File: config.mk
export PLATFORM = sky130hd
export DESIGN_NAME = cia_bus_target
export DESIGN_NICKNAME = d
export VERILOG_FILES = /design/src/rtl/cia_bus_target.sv
export SDC_FILE = /design/constraint.sdc
export NUM_CORES = 1
export LEC_CHECK = 0
export BUFFER_PORTS_ARGS = -buffer_cell sky130_fd_sc_hd__buf_2
export CORE_ASPECT_RATIO = 0.75
export CORE_MARGIN = 1.5
export CORE_UTILIZATION = 40
export DETAILED_ROUTE_END_ITERATION = 7
export SYNTH_ARGS = -nofsm -noshare
export SYNTH_HDL_FRONTEND = slang
export SYNTH_SLANG_ARGS = --single-unit
File: constraint.sdc
create_clock -name clk -period 2.28 [get_ports clk]
set_clock_uncertainty 0.15 [all_clocks]
set_input_delay 0.456 -clock clk [delete_from_list [all_inputs] [get_ports clk]]
set_output_delay 0.456 -clock clk [all_outputs]
set_load 0.01 [all_outputs]
File: src/rtl/cia_bus_target.sv
// CIA-style register target: filters the synchronized E clock and turns each
// chip-selected E cycle into a single write or read strobe toward the register file.
module cia_bus_target #(
  parameter int unsigned E_FILT  = 2,
  parameter int unsigned OE_HOLD = 2,
  parameter int unsigned TIMEOUT = 255
) (
  input  logic                clk,
  input  logic                _reset,
  input  logic                reg_sel,
  input  logic                r_w,
  input  logic                _cs,
  input  logic                e,
  input  logic [7:0]          data_in,
  output logic                wr_strobe,
  output logic                wr_sel,
  output logic [7:0]          wr_data,
  output logic                rd_strobe,
  output logic                rd_sel,
  input  logic [7:0]          rd_data,
  output logic [7:0]          data_out,
  output logic                data_oe,
  output logic                err_abort,
  output logic                err_timeout
);

  localparam int unsigned DW  = 8;
  localparam int unsigned FCW = 4;
  localparam int unsigned HCW = 4;
  localparam int unsigned TCW = 8;

  typedef enum logic [2:0] {
    IDLE   = 3'd0,
    RD_REQ = 3'd1,
    READ   = 3'd2,
    HOLD   = 3'd3,
    WRITE  = 3'd4
  } state_t;

  state_t           state, state_d;
  logic             e_filt;
  logic [FCW-1:0]   filt_cnt;
  logic             armed;
  logic             sel, sel_d;
  logic [TCW-1:0]   tmo_cnt, tmo_d;
  logic [HCW-1:0]   hold_cnt, hold_d;
  logic [DW-1:0]    data_out_d, wr_data_d;
  logic             data_oe_d, wr_sel_d, wr_strobe_d, rd_sel_d, rd_strobe_d;
  logic             err_abort_d, err_timeout_d;

  logic e_diff_c, e_tog_c, e_rise_c, e_fall_c, tmo_hit_c;

  // A rise only counts once E has been seen low since reset, so an E that is
  // already high when reset releases cannot start a cycle.
  assign e_diff_c  = e ^ e_filt;
  assign e_tog_c   = e_diff_c && (filt_cnt == FCW'(E_FILT - 1));
  assign e_rise_c  = e_tog_c && e && armed;
  assign e_fall_c  = e_tog_c && !e;
  assign tmo_hit_c = (tmo_cnt == TCW'(TIMEOUT - 1));

  // E glitch filter
  always_ff @(posedge clk or negedge _reset) begin
    if (!_reset) begin
      e_filt   <= 1'b0;
      filt_cnt <= '0;
      armed    <= 1'b0;
    end else begin
      if (!e_diff_c) begin
        filt_cnt <= '0;
      end else if (e_tog_c) begin
        filt_cnt <= '0;
        e_filt   <= ~e_filt;
      end else begin
        filt_cnt <= filt_cnt + FCW'(1);
      end
      if (!e_filt && !e) begin
        armed <= 1'b1;
      end
    end
  end

  // Bus cycle state and registered outputs
  always_ff @(posedge clk or negedge _reset) begin
    if (!_reset) begin
      state       <= IDLE;
      sel         <= 1'b0;
      tmo_cnt     <= '0;
      hold_cnt    <= '0;
      data_out    <= '0;
      data_oe     <= 1'b0;
      wr_data     <= '0;
      wr_sel      <= 1'b0;
      wr_strobe   <= 1'b0;
      rd_sel      <= 1'b0;
      rd_strobe   <= 1'b0;
      err_abort   <= 1'b0;
      err_timeout <= 1'b0;
    end else begin
      state       <= state_d;
      sel         <= sel_d;
      tmo_cnt     <= tmo_d;
      hold_cnt    <= hold_d;
      data_out    <= data_out_d;
      data_oe     <= data_oe_d;
      wr_data     <= wr_data_d;
      wr_sel      <= wr_sel_d;
      wr_strobe   <= wr_strobe_d;
      rd_sel      <= rd_sel_d;
      rd_strobe   <= rd_strobe_d;
      err_abort   <= err_abort_d;
      err_timeout <= err_timeout_d;
    end
  end

  // Next state: E fall beats _cs release, which beats timeout
  always_comb begin
    state_d       = state;
    sel_d         = sel;
    tmo_d         = tmo_cnt;
    hold_d        = hold_cnt;
    data_out_d    = data_out;
    data_oe_d     = data_oe;
    wr_data_d     = wr_data;
    wr_sel_d      = wr_sel;
    wr_strobe_d   = 1'b0;
    rd_sel_d      = rd_sel;
    rd_strobe_d   = 1'b0;
    err_abort_d   = 1'b0;
    err_timeout_d = 1'b0;

    case (state)
      IDLE: begin
        if (e_rise_c && !_cs) begin
          sel_d = reg_sel;
          tmo_d = '0;
          if (r_w) begin
            state_d     = RD_REQ;
            rd_strobe_d = 1'b1;
            rd_sel_d    = reg_sel;
          end else begin
            state_d = WRITE;
          end
        end
      end

      RD_REQ: begin
        tmo_d = tmo_cnt + TCW'(1);
        if (e_fall_c) begin
          state_d = IDLE;
        end else if (_cs) begin
          err_abort_d = 1'b1;
          state_d     = IDLE;
        end else if (tmo_hit_c) begin
          err_timeout_d = 1'b1;
          state_d       = IDLE;
        end else begin
          state_d = READ;
        end
      end

      READ: begin
        tmo_d = tmo_cnt + TCW'(1);
        // data_oe low here only on the entry clk, so read data is captured once
        if (!data_oe) begin
          data_out_d = rd_data;
          data_oe_d  = 1'b1;
        end
        if (e_fall_c) begin
          state_d = HOLD;
          hold_d  = '0;
        end else if (_cs) begin
          err_abort_d = 1'b1;
          data_oe_d   = 1'b0;
          state_d     = IDLE;
        end else if (tmo_hit_c) begin
          err_timeout_d = 1'b1;
          data_oe_d     = 1'b0;
          state_d       = IDLE;
        end
      end

      HOLD: begin
        if (hold_cnt == HCW'(OE_HOLD)) begin
          data_oe_d = 1'b0;
          state_d   = IDLE;
        end else begin
          hold_d = hold_cnt + HCW'(1);
        end
      end

      WRITE: begin
        tmo_d = tmo_cnt + TCW'(1);
        if (e_fall_c) begin
          wr_data_d   = data_in;
          wr_sel_d    = sel;
          wr_strobe_d = 1'b1;
          state_d     = IDLE;
        end else if (_cs) begin
          err_abort_d = 1'b1;
          state_d     = IDLE;
        end else if (tmo_hit_c) begin
          err_timeout_d = 1'b1;
          state_d       = IDLE;
        end
      end

      default: begin
        state_d   = IDLE;
        data_oe_d = 1'b0;
      end
    endcase
  end

endmodule

Word-level counts from Yosys, hierarchy flattened --
Cells that the tools add are included. W data, S select, Z words.
Word-level totals: flip-flop bits (word level) 45, input port bits 22, output and inout bits 23, logic and storage cells 92
Cells by class: add/subtract/negate cells 3, eq/ne operators 11, mux-type cells 35, bitwise gates (word level) 4, reductions and logical operators 23
Operators by type and width (number):
- $mux W3 | 7
- $mux W1 | 16
- $mux W4 | 4
- $pmux W8 S2 | 1
- $pmux W3 S5 | 1
- $reduce_and A2 Y1 | 7
- $add A4 B1 Y4 const B | 2
- $add A8 B1 Y8 const B | 1
- $eq A8 B8 Y1 const B | 1
- $mux W8 | 1
- $ne A2 B2 Y1 const B | 4
- $pmux W4 S2 | 1
- $eq A3 B2 Y1 const B | 2
- $logic_and A1 B1 Y1 | 6
- $mux W2 | 3
- $reduce_and A3 Y1 | 2
- $reduce_or A3 Y1 | 2
- $eq A4 B1 Y1 const B | 1
- $eq A4 B2 Y1 const B | 1
- $reduce_bool A2 Y1 | 2
- $eq A3 B1 Y1 const B | 1
- $eq A3 B3 Y1 const B | 1
- $logic_not A1 Y1 | 3
- $logic_not A3 Y1 | 1
- 3 further kinds | 5

Depth between registers and ports, before layout --
word-level depth 7, mapped depth 6, depth with buffers taken out 6

Worst setup path before layout --
Ideal clock, no wire load.
path type input -> register, from input port e, to register wr_data[0], library setup time 0.128 ns, arrival 1.711 ns, data required time 2.002 ns, slack 0.292 ns, stages 6, path buffers 0, cells stage by stage inv_2 ha_1 and4bb_2 nand2_4 nor2_8 mux2_1
On the way: longest elaborated chain between the ends 4, elaborated cells on any way between the ends 5, those cells by class bitwise (1); reduce/logical (4)
RTL lines:
- start: declaration | RTL line 13 | input logic e,
- $xor A1 B1 Y1 | RTL line 55 | assign e_diff_c = e ^ e_filt;
- $logic_and A1 B1 Y1 | RTL line 56 | assign e_tog_c = e_diff_c && (filt_cnt == FCW'(E_FILT - 1));
- $logic_and A1 B1 Y1 * | RTL line 58 | assign e_fall_c = e_tog_c && !e;
- $reduce_and A2 Y1 (no source line) *
- end signal: assignment | RTL line 105 | wr_data <= wr_data_d;
- end: declaration | RTL line 17 | output logic [7:0] wr_data,
Mark *: on every way between the ends. The rest lies on a longest branch, timed or not. A chain may end at the register's enable or synchronous reset.

Worst setup path after layout --
from register e_filt, to register wr_data[6]
On the way: longest elaborated chain between the ends 4
RTL lines:
- start: declaration | RTL line 41 | logic e_filt;
- start signal: assignment | RTL line 72 | e_filt <= ~e_filt;
- $xor A1 B1 Y1 | RTL line 55
- $logic_and A1 B1 Y1 | RTL line 56
- $logic_and A1 B1 Y1 | RTL line 58
- $reduce_and A2 Y1 (no source line)
Every way passes these cells.

==> metrics.md <==
| Metric | Value |
|---|---|
| Syn-to-layout area delta | `19.1%` |
| Crit. End Element | `flip-flop` |
| Routed via count | `around 1,500` |
| Fmax | `0.501 GHz` |
| First-pass GRT wire length | `between 6 and 7 mm` |
| Worst-Skew Late Latency | `between 0.2 and 0.3 ns` |
| GRT Total Usage | `roughly 15%` |
| Wirelength, routed | `just over 4 mm` |
| Via-to-Cell Ratio | `4.94` |
| Mapped Area | `about 0.0022 sq mm` |
| CTS H-Tree Depth | `2` |
| Run status | `completed` |
| Mapped Nets | `202` |
| RSZ-0062 raised after global routing | `false` |
| Max-slew headroom | `approximately 63%` |
| CP max-delay cell | `mux2_1` |
| Worst Path Required | `approximately 2.3 ns` |
| Initial antenna violation count | `0` |
| Ratio of final minimum period to clock period | `between 80 and 90%` |
| Post-Syn Area per Cell | `12.6 sq um` |
| Final setup viols | `0` |
| Xor/xnor share of the synthesized area | `2.42%` |
| Pwr dens | `approximately 1100 mW/mm^2` |
| Min-Delay Path Class | `in -> reg` |
| Adder-cell share of the synthesized area | `roughly 4.5%` |
| Routed Antenna Nets | `0` |
| CP cell instances | `inv_1 > ha_1 > and4bb_2 > nand2_4 > nor2_8 > mux2_1` |
| Number of DRC markers in iteration 0 | `65` |
| GPL Wtd Cong | `0.788` |
| Post-DP Area | `about 0.0025 sq mm` |
| Core area | `between 0.005 and 0.006 sq mm` |
| Crit Path Max Fanout | `10` |
| Setup CP Type | `reg -> reg` |
| Total grt overflow | `0` |
| Final instance area | `between 0.002 and 0.003 sq mm` |
| Mapped Cells | `approximately 170` |
| Post_cts resized | `0` |
| Net count, final | `about 260` |
| Ys Warns | `0` |
| Top-level I/O count | `between 40 and 50` |
| Mux cell area share after synthesis | `11.7%` |
| Sequential area share after synthesis | `51.8%` |
| CP peak stage delay | `approximately 0.35 ns` |
| First-pass DRT Iterations | `4` |
| Setup tns final | `0 ns` |
| Largest family of logic cells by synthesized area | `simple AND/OR/NAND/NOR gates` |
| Max-slew violations | `0` |
| Clock transition at path regs | `0.08 ns` |
| Filler cells | `between 400 and 500` |
| Worst setup SP type | `flip-flop` |
| Number of antenna diodes | `0` |
| FP Rows | `23` |
| IO buf count | `44` |
| Largest net degree at the start of global routing | `18` |
| Hold Fails Final Rpt | `0` |
| Complex-gate fraction of the synthesized area | `between 10% and 20%` |
| DIE AREA | `~0.0059 sq mm` |
| Share of cells above drive strength 1 | `between 30% and 40%` |
| Final Critical Period | `approximately 2 ns` |
| Cell variety after synth | `between 50 and 60` |
| Vias in the first global route | `between 1,000 and 1,500` |
| #FFs+latches synth | `between 40 and 50` |
| DRC Markers | `0` |
| Post-Synth Simple-Gate Area | `~15%` |
| Routed WL per cell | `~13 um` |
| Hpwl dp | `between 3 and 4 mm` |
| Critical path arrival | `2.02 ns` |
| MaxCap Viol Count | `0` |
| Reported leakage power | `roughly 1.3 nW` |
| Maximum clock insertion buffer count | `2` |
| Peak supply drop | `around 0.43 mV` |
| Worst Tran Pin Value | `0.551 ns` |
| Root Buffer | `clkbuf_8` |
| TritonCTS clock tree | `built` |
| CTS sink cnt | `45` |
| Die X-Extent | `about 88 um` |
| Num CTS Buffers | `5` |
| Initial core utilization | `between 40% and 50%` |
| Die height | `~67 um` |
[worst paths after layout]
kind,start,depth (start not counted),to,slack [ns]
hold reg to reg,wr_data[2]$_DFFE_PN0P_,1,wr_data[2]$_DFFE_PN0P_,0.33
setup / recovery,e_filt$_DFFE_PN0P_,6,wr_data[6]$_DFFE_PN0P_,0.28
setup reg to reg,e_filt$_DFFE_PN0P_,6,wr_data[6]$_DFFE_PN0P_,0.28
min in group asynchronous,_reset,2,hold_cnt[2]$_DFFE_PN0P_,0.47
max in group asynchronous,_reset,3,filt_cnt[3]$_DFF_PN0_,0.98
hold / removal,data_in[5],2,wr_data[5]$_DFFE_PN0P_,0.22
[registers in the layout (all words and copies together), names as in the netlist]
name,flops
data_out,8
tmo_cnt,8
wr_data,8
filt_cnt,4
hold_cnt,4
state,3
armed,1
data_oe,1
e_filt,1
err_abort,1
err_timeout,1
rd_sel,1
rd_strobe,1
sel,1
wr_sel,1
wr_strobe,1
[Yosys cell counts (all sizes together)]
cell type | n | share of area, %
a211o | 1 | 0.40
a21o | 1 | 0.35
a21oi | 5 | 1.3
a311o | 1 | 0.46
a31oi | 1 | 0.29
a41oi | 2 | 0.81
and2 | 2 | 0.58
and3 | 1 | 0.29
and3b | 2 | 0.81
and4 | 2 | 0.81
and4bb | 1 | 0.58
buf | 4 | 1.6
dfrtp | 45 | 52
ha | 7 | 4.0
inv | 8 | 1.4
maj3 | 1 | 0.52
mux2 | 19 | 11
mux2i | 1 | 0.46
nand2 | 10 | 2.1
nand3 | 2 | 0.46
nand3b | 2 | 0.69
nand4 | 3 | 0.86
nand4bb | 1 | 0.52
nor2 | 12 | 3.7
nor2b | 1 | 0.29
nor3 | 5 | 1.6
nor3b | 1 | 0.35
nor4 | 1 | 0.29
o21a | 1 | 0.35
o21ai | 8 | 2.2
o22ai | 1 | 0.29
o311ai | 4 | 1.6
o31a | 1 | 0.40
o31ai | 2 | 0.92
o32a | 1 | 0.46
o41ai | 3 | 1.2
or2 | 1 | 0.29
or3 | 2 | 0.81
or3b | 1 | 0.52
xnor2 | 4 | 1.6
xor2 | 2 | 0.81
[logic make-up (layout without fill, tap and decap cells)]
family | after synthesis | after routing
simple gates | 50 | 50
xor+xnor | 6 | 6
buf+inv | 12 | 66
mux | 20 | 20
compound gates | 32 | 32
fa+ha+maj | 8 | 8
flops | 45 | 45
[placed cells by master, fill, tap and decap left out, types with 3 or more instances in the layout]
master    count
o21ai_1       5
nor2_1        9
o311ai_1      4
inv_2         3
buf_2        44
clkbuf_8      5
mux2_4        8
inv_1         5
ha_1          7
nand4_1       3
dfrtp_1      45
buf_4         5
o41ai_1       3
nor3_1        3
nand2_1       9
mux2_1       11
a21oi_1       4
xnor2_1       4
[where the power goes]
part	leakage [nW]	internal (mW)	total, mW	switching, mW
Combinational	0.669	0.528	1.09	0.566
Clock	0.0374	0.216	0.482	0.266
Sequential	0.582	1.02	1.21	0.191
Total	1.29	1.77	2.79	1.02
[layout make-up]
class / count / area, sq um / area share (%)
timing repair buffer: 50 / 268 / 10.3
tap: 75 / 93.8 / 3.63
clock buffer: 6 / 72.6 / 2.80
sequential: 45 / 1130 / 43.5
multi-input combinational: 116 / 982 / 38.0
inverter: 8 / 30.0 / 1.16
clock inverter: 2 / 15.0 / 0.580
[critical path: cells and delay by family, from the launching register on]
family	cells	cell delay, ns
buffers and inverters	1	0.06
multiplexers	1	0.35
adder cells (fa/ha/maj)	1	0.32
flip-flops	1	0.32
AND/OR/NAND/NOR	3	0.67
[metrics by stage]
step	worst slack, ns	cells	total power, mW	utilization [%]	hold slack (ns)
3_5_place_dp	0.0160	293	2.33	47.0	0.227
5_1_grt	0.157	302	3.00	48.9	0.213
6_report	0.283	302	2.79	48.9	0.224
2_1_floorplan	0.292	173	2.01	-	0.0104
3_3_place_gp	0.0860	293	2.32	47.0	0.230
4_1_cts	0.262	302	2.82	48.9	0.215
[repair_timing]
action	in CTS	in global routing
hold buffers	1	0
endpoints found under the hold margin	12	0
setup buffers	0	0
[per-layer routing]
metal / GRT usage, % / up-vias / share of wire (%)
met1: 20.0 / 693 / 52
met5: 0 / - / 0
met4: 5.86 / 0 / 1.2
met3: 3.84 / 4 / 6.2
met2: 22.5 / 47 / 41
li1: - / 748 / -
Note: power is estimated with default switching activity, not from simulation.
